==> src/rtl/rst_seq_gen.sv <==
// Staged per-domain reset sequencer with software/watchdog re-reset and recorded cause.
// Define RST_SEQ_WDT_EN to make WDT_RST_REQ a re-reset source; otherwise it is ignored.
`timescale 1ns/1ps
module rst_seq_gen #(
  parameter int NUM_DOMAINS  = 4,
  parameter int STAGE_CYCLES = 16,
  parameter int HOLD_CYCLES  = 8,
  parameter int SYNC_STAGES  = 2,
  parameter int CNT_W        = 8
) (
  input  logic                   CLK,
  input  logic                   RSTN,
  input  logic                   SW_RST_REQ,
  input  logic                   WDT_RST_REQ,
  output logic [NUM_DOMAINS-1:0] DOMAIN_RSTN,
  output logic                   RST_DONE,
  output logic [1:0]             RST_CAUSE
);

  localparam int IDX_W = (NUM_DOMAINS > 1) ? $clog2(NUM_DOMAINS) : 1;
  localparam logic [CNT_W-1:0] STAGE_END = CNT_W'(STAGE_CYCLES);
  localparam logic [CNT_W-1:0] HOLD_END  = CNT_W'(HOLD_CYCLES);
  localparam logic [IDX_W-1:0] IDX_LAST  = IDX_W'(NUM_DOMAINS - 1);

  localparam logic [1:0] CAUSE_POR = 2'b00;
  localparam logic [1:0] CAUSE_SW  = 2'b01;
  localparam logic [1:0] CAUSE_WDT = 2'b10;

  typedef enum logic [1:0] {
    ST_ASSERT,
    ST_RELEASE,
    ST_RUN,
    ST_HOLD
  } state_t;

  state_t                   state;
  logic [CNT_W-1:0]         cnt;
  logic [IDX_W-1:0]         idx;
  logic [SYNC_STAGES-1:0]   sync_q;
  logic                     rsync;
  logic                     wdt_req;
  logic [CNT_W-1:0]         cnt_inc;
  logic [NUM_DOMAINS-1:0]   idx_onehot;

`ifdef RST_SEQ_WDT_EN
  assign wdt_req = WDT_RST_REQ;
`else
  logic unused_wdt;
  assign unused_wdt = WDT_RST_REQ;
  assign wdt_req    = 1'b0;
`endif

  // NOTE: assertion clears the chain asynchronously; only the release edge is synchronised.
  always_ff @(posedge CLK or negedge RSTN) begin
    if (!RSTN) sync_q <= '0;
    else       sync_q <= {sync_q[SYNC_STAGES-2:0], 1'b1};
  end

  assign rsync      = sync_q[SYNC_STAGES-1];
  assign cnt_inc    = cnt + CNT_W'(1);
  assign idx_onehot = NUM_DOMAINS'(1) << idx;

  // The edge on which ASSERT first sees rsync already counts as the first
  // stage cycle, so a stage of one cycle releases domain 0 on that very edge.
  // NOTE: all state and outputs use non-blocking assignments so every flop
  // samples pre-edge values regardless of statement order.
  always_ff @(posedge CLK or negedge RSTN) begin
    if (!RSTN) begin
      state       <= ST_ASSERT;
      cnt         <= '0;
      idx         <= '0;
      DOMAIN_RSTN <= '0;
      RST_DONE    <= 1'b0;
      RST_CAUSE   <= CAUSE_POR;
    end else begin
      case (state)
        ST_ASSERT, ST_RELEASE: begin
          if (state == ST_RELEASE || rsync) begin
            if (cnt_inc == STAGE_END) begin
              DOMAIN_RSTN <= DOMAIN_RSTN | idx_onehot;
              cnt         <= '0;
              if (idx == IDX_LAST) begin
                idx      <= '0;
                RST_DONE <= 1'b1;
                state    <= ST_RUN;
              end else begin
                idx   <= idx + IDX_W'(1);
                state <= ST_RELEASE;
              end
            end else begin
              cnt   <= cnt_inc;
              state <= ST_RELEASE;
            end
          end
        end
        ST_RUN: begin
          if (wdt_req || SW_RST_REQ) begin
            DOMAIN_RSTN <= '0;
            RST_DONE    <= 1'b0;
            RST_CAUSE   <= wdt_req ? CAUSE_WDT : CAUSE_SW;
            cnt         <= '0;
            idx         <= '0;
            state       <= ST_HOLD;
          end
        end
        ST_HOLD: begin
          if (cnt_inc == HOLD_END) begin
            cnt   <= '0;
            state <= ST_RELEASE;
          end else begin
            cnt <= cnt_inc;
          end
        end
        default: state <= ST_ASSERT;
      endcase
    end
  end

endmodule

==> config.mk <==
export PLATFORM = sky130hd
export DESIGN_NAME = rst_seq_gen
export DESIGN_NICKNAME = d
export VERILOG_FILES = /design/src/rtl/rst_seq_gen.sv
export SDC_FILE = /design/constraint.sdc
export NUM_CORES = 1
export LEC_CHECK = 0
export BUFFER_PORTS_ARGS = -buffer_cell sky130_fd_sc_hd__buf_2
export CELL_PAD_IN_SITES_DETAIL_PLACEMENT = 1
export CELL_PAD_IN_SITES_GLOBAL_PLACEMENT = 1
export CORE_AREA = 2 2 50 57
export DETAILED_ROUTE_END_ITERATION = 10
export DIE_AREA = 0 0 52 59
export GPL_ROUTABILITY_DRIVEN = 0
export GPL_TIMING_DRIVEN = 1
export PLACE_DENSITY = 0.85
export SLEW_MARGIN = 20
export SYNTH_ARGS = -nofsm -noshare
export SYNTH_HDL_FRONTEND = slang
export SYNTH_SLANG_ARGS = --single-unit
==> constraint.sdc <==
create_clock -name CLK -period 1.9 [get_ports CLK]
set_input_delay 0.285 -clock CLK [delete_from_list [all_inputs] [get_ports CLK]]
set_output_delay 0.285 -clock CLK [all_outputs]
set_load 0.005 [all_outputs]
==> implementation parameters, run 1 <==
Parameter                              Value

Placement
  Buffers added on ports    8
  HPWL after DPL    1930 um
  Instance area at placement    1190 um^2

Job
  Max capacitance violation total    0

Yosys
  Sequential fraction of the synthesis area    47.1%
  Most repeated cell in the gate-level netlist after synthesis    dfrtp_1
  Post-synthesis async set-or-reset flop share    100%
  Cells after Synth    between 100 and 150
  Commonest register cell after synthesis    dfrtp_1
  EDFF count, synth    0
  Post-synthesis area per instance    between 10 and 15 um^2
  Count of yosys warnings during synthesis    0
  Proportion of netlist area held by the largest area contributor    47.1%
  Post-synth net total    115
  Cell types with the highest counts after synthesis    dfrtp_1, nand2_1, a21oi_1, a21o_1, ha_1
  Synthesized area    about 1100 um^2
  Largest cells by area after synthesis    dfrtp_1, ha_1, nand2_1
  Synth area leader    dfrtp_1
  Register bit count reported by yosys    20
  Distinct cell type count after synthesis    37

Floorplan
  Area of the core    2450 um^2
  Die area    3070 um^2
  Number of cell rows    19
  Initial Util    43.4%
  Die H    59 um
  Die W    between 50 and 60 um
  Top-level port count    11

Clock tree
  CTS H-tree lvls    1
  Largest buffer count on any clock path    2
  Clock tree from TritonCTS    built
  Number of buffers created by CTS    3
  Worst-skew pair later-pin latency    300 ps
  Clock Tree Root    clkbuf_4
  Number of clock sinks    20
  Post-CTS setup buffer count    0
  CTS clock-pin slew for the worst setup and hold paths    between 100 and 150 ps

Worst setup path
  Crit Reg-Reg Startpoint    cnt[0]
  CP Max Fanout    6
  Category of the worst setup path launch point    flop
  Critical path data required time    2140 ps
  Worst-case reg-to-reg path depth    6
  Worst setup path category    flop to flop
  Cell Chain, Critical Path    ha_1, and2_1, buf_4, a41o_1, nor4b_2, a21o_1
  Crit-path slowest cell    dfrtp_1
  Data arrival, critical path    around 2000 ps
  Setup slack of the most critical reg-to-reg path    between 150 and 200 ps
  Worst stage delay on the critical path    450 ps
  Critical Path End Type    flop
  Terminus of the critical flop-to-flop path    cnt[3]

Detailed routing
  Routed vias/inst    5.64
  Vias    874
  First-pass iteration count of the detailed router    3
  Overall routed net length    2440 um
  Initial detailed-routing violation count    3
  DRC errors left    0
  Average wire per standard cell    15.7 um
  Remaining number of nets flagged by the antenna check after routing    0

Worst hold path
  Worst min-delay path endpoint    DOMAIN_RSTN[3]
  Class of the tightest hold or removal check    input port to flop
  Start point of the worst min-delay path    SW_RST_REQ
  Number of cells on the worst hold path    2

STA
  Setup TNS Final    0 ps
  RSZ-0062 raised after global routing    false
  Final worst clock skew    about 2.3 ps
  Minimum period implied by the final worst setup slack    1730 ps
  Worst hold slack    212 ps
  Setup Viol. Count Final    0
  Final Hold Viols    0
  Period Utilization, post-route    91.2%
  Final slew viol count    0
  Fmax    between 500 and 600 MHz

Finish
  Fraction of final layout cells sized beyond drive strength 1    22.6%
  Area added between synthesis and finish    17.3%
  Net count, final    about 130
  Final design area excluding fillers    about 1200 um^2
  Antenna Diode Count    0

Power
  Max IR drop VDD    0.000506 V
  Leakage power    0.573 nW
  Clk pwr share    between 10% and 20%
  Pwr Density    1020 nW/um^2
  Cell internal power dissipation    0.835 mW
  Switch Pwr    ~0.44 mW
  Switching portion of total power    between 30% and 40%
  Relative contribution of combinational cells to total power    29.6%
  Sequential power share    51.2%

Global routing
  Initial antenna violation count    0
  Global-route wire length before repair    4260 um
  Vias in the first global route    943
  Global-route usage over all layers    18.8%
  Total congestion overflow    0
  Largest net degree at the start of global routing    21

Outcome
  Run status    complete, no violations
## worst max path at each step
stage / startpoint / depth (start not counted) / to
floorplan: cnt[0] / 6 / idx[0]
global placement: cnt[0] / 6 / cnt[3]
global route: cnt[0] / 7 / cnt[4]
CTS: cnt[0] / 6 / cnt[3]
detailed placement: cnt[0] / 6 / cnt[3]
finish: cnt[0] / 6 / cnt[3]
## layout by cell type (no fill, tap or decap), drive strengths merged, types with 4 or more instances in the layout
| cell | Yosys | routed |
|---|---|---|
| dfrtp | 20 | 20 |
| nand2 | 15 | 15 |
| buf | 2 | 15 |
| a21oi | 11 | 11 |
| a21o | 6 | 6 |
| ha | 5 | 5 |
| nor2 | 5 | 5 |
| o21ai | 5 | 5 |
| clkbuf | 0 | 4 |
## power groups by stage
stage / clock network (mW) / logic, mW / registers (mW)
global route: 0.271 / 0.430 / 0.672
finish: 0.245 / 0.376 / 0.651
floorplan: 0 / 0.292 / 0.619
CTS: 0.258 / 0.381 / 0.649
detailed placement: 0 / 0.377 / 0.658
global placement: 0 / 0.356 / 0.643
## stage by stage
step           std cells  util (%)  total power, mW  setup WS [ps]
2_1_floorplan        106         -            0.911            275
3_3_place_gp         150      48.7            0.999            221
3_5_place_dp         150      48.7             1.03            149
4_1_cts              155      50.6             1.29            105
5_1_grt              155      50.9             1.37           13.5
6_report             155      50.9             1.27            167
## layout make-up
class,count,area (um^2)
inverters,3,11.3
fillers,284,1200
multi-input cells,81,544
well taps,31,38.8
clock buffers,4,36.3
flip-flops and latches,20,500
repair buffers,16,115
## registers in the layout, summed over array words and instances, names as in the netlist
register / count
sync_q: 2
idx: 2
state: 2
DOMAIN_RSTN: 4
RST_CAUSE: 1
cnt: 8
RST_DONE: 1
## kinds of logic after synthesis
group / Yosys count / share of synthesized area (%)
AO/OA/AOI/OAI: 32 / 19.9
adder cells (fa/ha/maj): 5 / 5.89
buffers and inverters: 5 / 2.24
flip-flops: 20 / 47.1
multiplexers: 1 / 1.41
other: 2 / 0.707
AND/OR/NAND/NOR: 41 / 22.7
## timing repair
item                                    CTS  global route
endpoints found under the setup margin    0             1
hold endpoints to repair                 20             0
hold buffers                              1             0
gates resized for setup                   0             1
## routing by layer
| layer | track usage, % | vias to the layer above | wire [um] |
|---|---|---|---|
| met1 | 22.1 | 440 | 1020 |
| met2 | 33.3 | 15 | 1290 |
| met4 | 7.89 | 0 | 55 |
| li1 | - | 413 | - |
| met5 | 0 | - | 0 |
| met3 | 3.28 | 6 | 70 |
## critical path, delay by kind of cell, from the launching register on
kind	cells	cell delay [ps]
and+or+nand+nor	2	410
AOI/OAI and AO/OA	2	400
adders and majority gates	1	260
buffers and inverters	1	150
DFF	1	450
No activity file was read; power rests on OpenSTA's default activity.
==> inputs of run 2 (changes only) <==
Settings changed: CORE_AREA 2 2 50 57 to 4 4 52 59, DIE_AREA 0 0 52 59 to 0 0 56 63, PLACE_DENSITY 0.85 to unset, PLACE_DENSITY_LB_ADDON set to 0.1.
==> implementation parameters, run 2 (synthesis gave the netlist of run 1 again) <==
Parameter                              Value

Outcome
  Run status    complete, no violations

Detailed routing
  First-pass iteration count of the detailed router    4 (+1)
  Initial detailed-routing violation count    14 (+11)
  Vias    860 (-1.6%)
  Remaining number of nets flagged by the antenna check after routing    0 (unchanged)
  Routed vias/inst    5.55 (-1.6%)
  Average wire per standard cell    15.9 um (+1.1%)
  Overall routed net length    2470 um (+1.1%)
  DRC errors left    0 (unchanged)

Global routing
  Initial antenna violation count    0 (unchanged)
  Total congestion overflow    0 (unchanged)
  Vias in the first global route    963 (+2.1%)
  Global-route usage over all layers    15.5% (-3.3 points)
  Global-route wire length before repair    4440 um (+4.2%)
  Largest net degree at the start of global routing    21 (unchanged)

STA
  Final Hold Viols    0 (unchanged)
  Final worst clock skew    2.32 ps (+0.0544 ps)
  RSZ-0062 raised after global routing    true
  Setup TNS Final    0 ps (unchanged)
  Fmax    571 MHz (-1.1%)
  Minimum period implied by the final worst setup slack    1750 ps (+18.5 ps)
  Setup Viol. Count Final    0 (unchanged)
  Final slew viol count    0 (unchanged)
  Worst hold slack    211 ps (-0.821 ps)
  Period Utilization, post-route    92.2% (+0.97 points)

Clock tree
  CTS clock-pin slew for the worst setup and hold paths    120 ps (about the same)
  Largest buffer count on any clock path    2 (unchanged)
  Clock Tree Root    clkbuf_4
  Worst-skew pair later-pin latency    300 ps (about the same)
  CTS H-tree lvls    1 (unchanged)
  Number of clock sinks    20 (unchanged)
  Clock tree from TritonCTS    built
  Number of buffers created by CTS    3 (unchanged)
  Post-CTS setup buffer count    0 (unchanged)

Power
  Pwr Density    1040 nW/um^2 (+2.0%)
  Max IR drop VDD    0.000461 V (-8.9%)
  Leakage power    0.568 nW (-0.97%)

Worst setup path
  CP Max Fanout    6 (unchanged)
  Worst setup path category    flop to flop
  Crit-path slowest cell    dfrtp_1
  Crit Reg-Reg Startpoint    cnt[0]
  Category of the worst setup path launch point    flop
  Critical path data required time    2150 ps (about the same)
  CP startpoint    cnt[0]
  Critical Path End Type    flop
  Worst stage delay on the critical path    450 ps (about the same)
  Cell Chain, Critical Path    ha_1, and2_1, buf_4, a41o_1, nor4b_2, a21o_1
  Data arrival, critical path    2000 ps (+20 ps)

Floorplan
  Initial Util    43.0% (-0.42 points)
  Area of the core    2470 um^2 (+0.97%)
  Number of cell rows    19 (unchanged)
  Top-level port count    11 (unchanged)
  Die W    56 um (+7.7%)
  Die H    63 um (+6.8%)
  Die area    3530 um^2 (+15%)

Finish
  Post-layout util    50.2% (-0.74 points)
  Area added between synthesis and finish    16.7%
  Fraction of final layout cells sized beyond drive strength 1    22.6% (unchanged)
  Antenna Diode Count    0 (unchanged)
  Top register by number of flip-flops    cnt
  Leading registers by flop count    cnt x8, DOMAIN_RSTN x4
  Net count, final    134 (unchanged)
  Number of flip-flops under the largest register name    8 (unchanged)
  Commonest non-fill, non-tap cell in the layout    dfrtp_1
  Commonest cells after routing, fill and taps aside    dfrtp_1, nand2_1, a21oi_1

Placement
  Buffers added on ports    8 (unchanged)
  HPWL after DPL    1820 um (-5.3%)

Worst hold path
  Start point of the worst min-delay path    SW_RST_REQ
  Class of the tightest hold or removal check    input port to flop

Job
  Max capacitance violation total    0 (unchanged)
[run 2: cell count changes in the layout (fill, tap and decap cells not counted)]
cell | before | now
nor3_4 | 0 | 1
buf_4 | 6 | 7
buf_12 | 1 | 0
nor3_2 | 1 | 0
[run 2: stage by stage]
step / instances / power (mW) / setup slack [ps] / area [um^2]
floorplan: 106 / 0.911 / 275 / 1060
global placement: 150 / 1.01 / 159 / 1180
detailed placement: 150 / 1.04 / 113 / 1180
CTS: 155 / 1.30 / 92.0 / 1230
global route: 155 / 1.40 / -10.2 / 1240
finish: 155 / 1.29 / 148 / 1240
[run 2: area by class of cell]
type / count / area, um^2
clock buffers: 4 / 36.3
flip-flops and latches: 20 / 500
well taps: 31 / 38.8
multi-input cells: 81 / 551
repair buffers: 16 / 103
inverters: 3 / 11.3
fillers: 305 / 1230
[run 2: metal layers]
layer / up-vias / share of wire (%) / track usage [%] / wire length [um]
met3: 2 / 2.4 / 1.86 / 59
met4: 0 / 0.93 / 4.45 / 23
met5: - / 0 / 0 / 0
met2: 13 / 51 / 28.1 / 1270
met1: 432 / 45 / 19.0 / 1120
li1: 413 / - / - / -
[run 2: where the power goes]
group	internal, mW	switching, mW	leakage (nW)
Clock	0.117	0.138	0.0210
Combinational	0.199	0.187	0.302
Sequential	0.520	0.132	0.245
[run 2: final timing paths]
| kind | end | slack (ps) | cells past startpoint |
|---|---|---|---|
| min in group asynchronous | cnt[2] | 450 | 2 |
| max reg2reg | cnt[3] | 150 | 6 |
| min | DOMAIN_RSTN[1] | 210 | 2 |
| max in group asynchronous | cnt[4] | 1140 | 2 |
| max | cnt[3] | 150 | 6 |
| min reg2reg | sync_q[1] | 370 | 0 |
[run 2: repair_timing]
action                     CTS  global route
hold endpoints to repair    20             0
hold buffers                 1             0
setup endpoints to repair    0             4
resized for setup            0             2
[run 2: critical path: cells and delay by family (launching register included)]
family	cells	cell delay, ps
buffers and inverters	1	140
AOI/OAI and AO/OA	2	410
adders and majority gates	1	260
and+or+nand+nor	2	430
DFF	1	450
==> inputs of run 3 (changes only) <==
Settings changed: CORE_AREA 4 4 52 59 to 10 10 58 65, DIE_AREA 0 0 56 63 to 0 0 68 75.
==> implementation parameters, run 3 (synthesis gave the netlist of run 1 again) <==
Parameter                              Value

STA
  Final worst clock skew    8.63 ps (+6.31 ps)
  Fmax    582 MHz (+2.0%)
  Final slew viol count    0 (unchanged)
  Setup TNS Final    0 ps (unchanged)
  Setup Viol. Count Final    0 (unchanged)
  Final Hold Viols    0 (unchanged)
  Pin slew with the least headroom to its limit    499 ps
  RSZ-0062 raised after global routing    false
  Period Utilization, post-route    90.4% (-1.8 points)
  Post-route setup slack    182 ps (+33.5 ps)
  Relative max-transition margin    66.7%
  Minimum period implied by the final worst setup slack    1720 ps (-33.5 ps)

Floorplan
  Die area    5100 um^2 (+45%)
  Die W    68 um (+21%)
  Area of the core    2470 um^2 (unchanged)
  Die H    75 um (+19%)
  Number of cell rows    19 (unchanged)
  Initial Util    43.0% (unchanged)
  Top-level port count    11 (unchanged)

Finish
  Leading registers by flop count    cnt x8, DOMAIN_RSTN x4
  Area added between synthesis and finish    17.0%
  Commonest cells after routing, fill and taps aside    dfrtp_1, nand2_1, a21oi_1
  Number of flip-flops under the largest register name    8 (unchanged)
  Net count, final    136 (+1.5%)
  Commonest non-fill, non-tap cell in the layout    dfrtp_1
  Final-layout fill cell count    304 (-0.33%)
  Top register by number of flip-flops    cnt
  Antenna Diode Count    0 (unchanged)
  Fraction of final layout cells sized beyond drive strength 1    23.0% (+0.44 points)

Power
  Max IR drop VDD    0.000580 V (+26%)
  Leakage power    0.578 nW (+1.9%)
  Switch Pwr    0.442 mW (-3.1%)
  Clk pwr share    19.4% (-0.3 points)
  Relative contribution of combinational cells to total power    30.2% (+0.3 points)
  Sequential power share    50.4% (about the same)
  Cell internal power dissipation    0.840 mW (+0.55%)
  Switching portion of total power    34.5% (-0.84 points)
  Pwr Density    1030 nW/um^2 (-0.94%)

Detailed routing
  Average wire per standard cell    15.1 um (-4.8%)
  Overall routed net length    2380 um (-3.6%)
  First-pass iteration count of the detailed router    2 (-2)
  Remaining number of nets flagged by the antenna check after routing    0 (unchanged)
  Vias    861 (+0.12%)
  DRC errors left    0 (unchanged)
  Routed vias/inst    5.48 (-1.2%)
  Initial detailed-routing violation count    20 (+6)

Clock tree
  Number of clock sinks    20 (unchanged)
  CTS H-tree lvls    1 (unchanged)
  Clock tree from TritonCTS    built
  CTS clock-pin slew for the worst setup and hold paths    110 ps (about the same)
  Largest buffer count on any clock path    2 (unchanged)
  Number of buffers created by CTS    3 (unchanged)
  Clock Tree Root    clkbuf_4
  Post-CTS setup buffer count    0 (unchanged)
  Worst-skew pair later-pin latency    310 ps (about the same)

Worst setup path
  Critical path data required time    2160 ps (about the same)
  CP Max Fanout    6 (unchanged)
  Worst setup path category    flop to flop
  Critical Path End Type    flop
  Data arrival, critical path    1980 ps (-20 ps)
  Category of the worst setup path launch point    flop

Placement
  Buffers added on ports    8 (unchanged)
  Post-placement setup slack    181 ps (+67.8 ps)
  HPWL after DPL    1840 um (+0.88%)

Global routing
  Global-route wire length before repair    4420 um (-0.61%)
  Vias in the first global route    936 (-2.8%)
  Largest net degree at the start of global routing    21 (unchanged)
  Initial antenna violation count    0 (unchanged)
  Global-route usage over all layers    11.2% (-4.3 points)
  Total congestion overflow    0 (unchanged)

Worst hold path
  Class of the tightest hold or removal check    input port to flop

Job
  Max capacitance violation total    0 (unchanged)

Outcome
  Run status    complete, no violations
run 3: changes by cell type in the layout (fill, tap and decap cells not counted), sizes merged:
cell and delta:
buf +2
run 3: per-stage QoR:
stage	power, mW	area (um^2)	utilization, %	std cells	hold slack [ps]
3_3_place_gp	1.02	1200	48.4	152	264
6_report	1.28	1240	50.3	157	214
4_1_cts	1.31	1240	50.3	157	195
5_1_grt	1.39	1240	50.3	157	217
2_1_floorplan	0.911	1060	-	106	-10.6
3_5_place_dp	1.05	1200	48.4	152	268
run 3: power groups by stage:
stage               Combinational, mW  Sequential [mW]  Clock [mW]
floorplan                       0.292            0.619           0
global placement                0.372            0.646           0
detailed placement              0.390            0.655           0
CTS                             0.394            0.646       0.270
global route                    0.442            0.674       0.276
finish                          0.387            0.646       0.249
run 3: final cells by class:
type	instances	area, um^2	share of cell area [%]
Inverter	3	11.3	0.906
Sequential cell	20	500	40.3
Multi-Input combinational cell	81	538	43.3
Timing Repair Buffer	18	118	9.47
Clock buffer	4	36.3	2.92
Tap cell	31	38.8	3.12
run 3: final timing paths:
path | endpoint | slack, ps | depth (start not counted) | from
hold / removal | DOMAIN_RSTN[3] | 210 | 2 | SW_RST_REQ
setup / recovery | cnt[3] | 180 | 6 | cnt[0]
setup reg to reg | cnt[3] | 180 | 6 | cnt[0]
max in group asynchronous | DOMAIN_RSTN[3] | 1140 | 2 | RSTN
min in group asynchronous | state[0] | 440 | 2 | RSTN
hold reg to reg | sync_q[1] | 360 | 0 | sync_q[0]
run 3: timing repair:
| item | CTS | global route |
|---|---|---|
| setup endpoints to repair | 0 | 0 |
| hold buffers | 1 | 0 |
| hold endpoints to repair | 20 | 0 |
| resized for setup | 0 | 0 |
run 3: per-layer routing:
layer,up-vias,track usage (%),wire length [um],part of all wire (%)
met5,-,0,0,0
met4,0,6.04,52,2.2
met3,5,2.82,108,4.5
met2,12,17.3,1140,48
met1,425,14.0,1080,45
li1,419,-,-,-
run 3: critical path: stages (launching register included):
cell and delay [ps]:
dfrtp_1 440, ha_1 250, and2_1 180, buf_4 150
a41o_1 280, nor4b_1 270, a21o_1 110
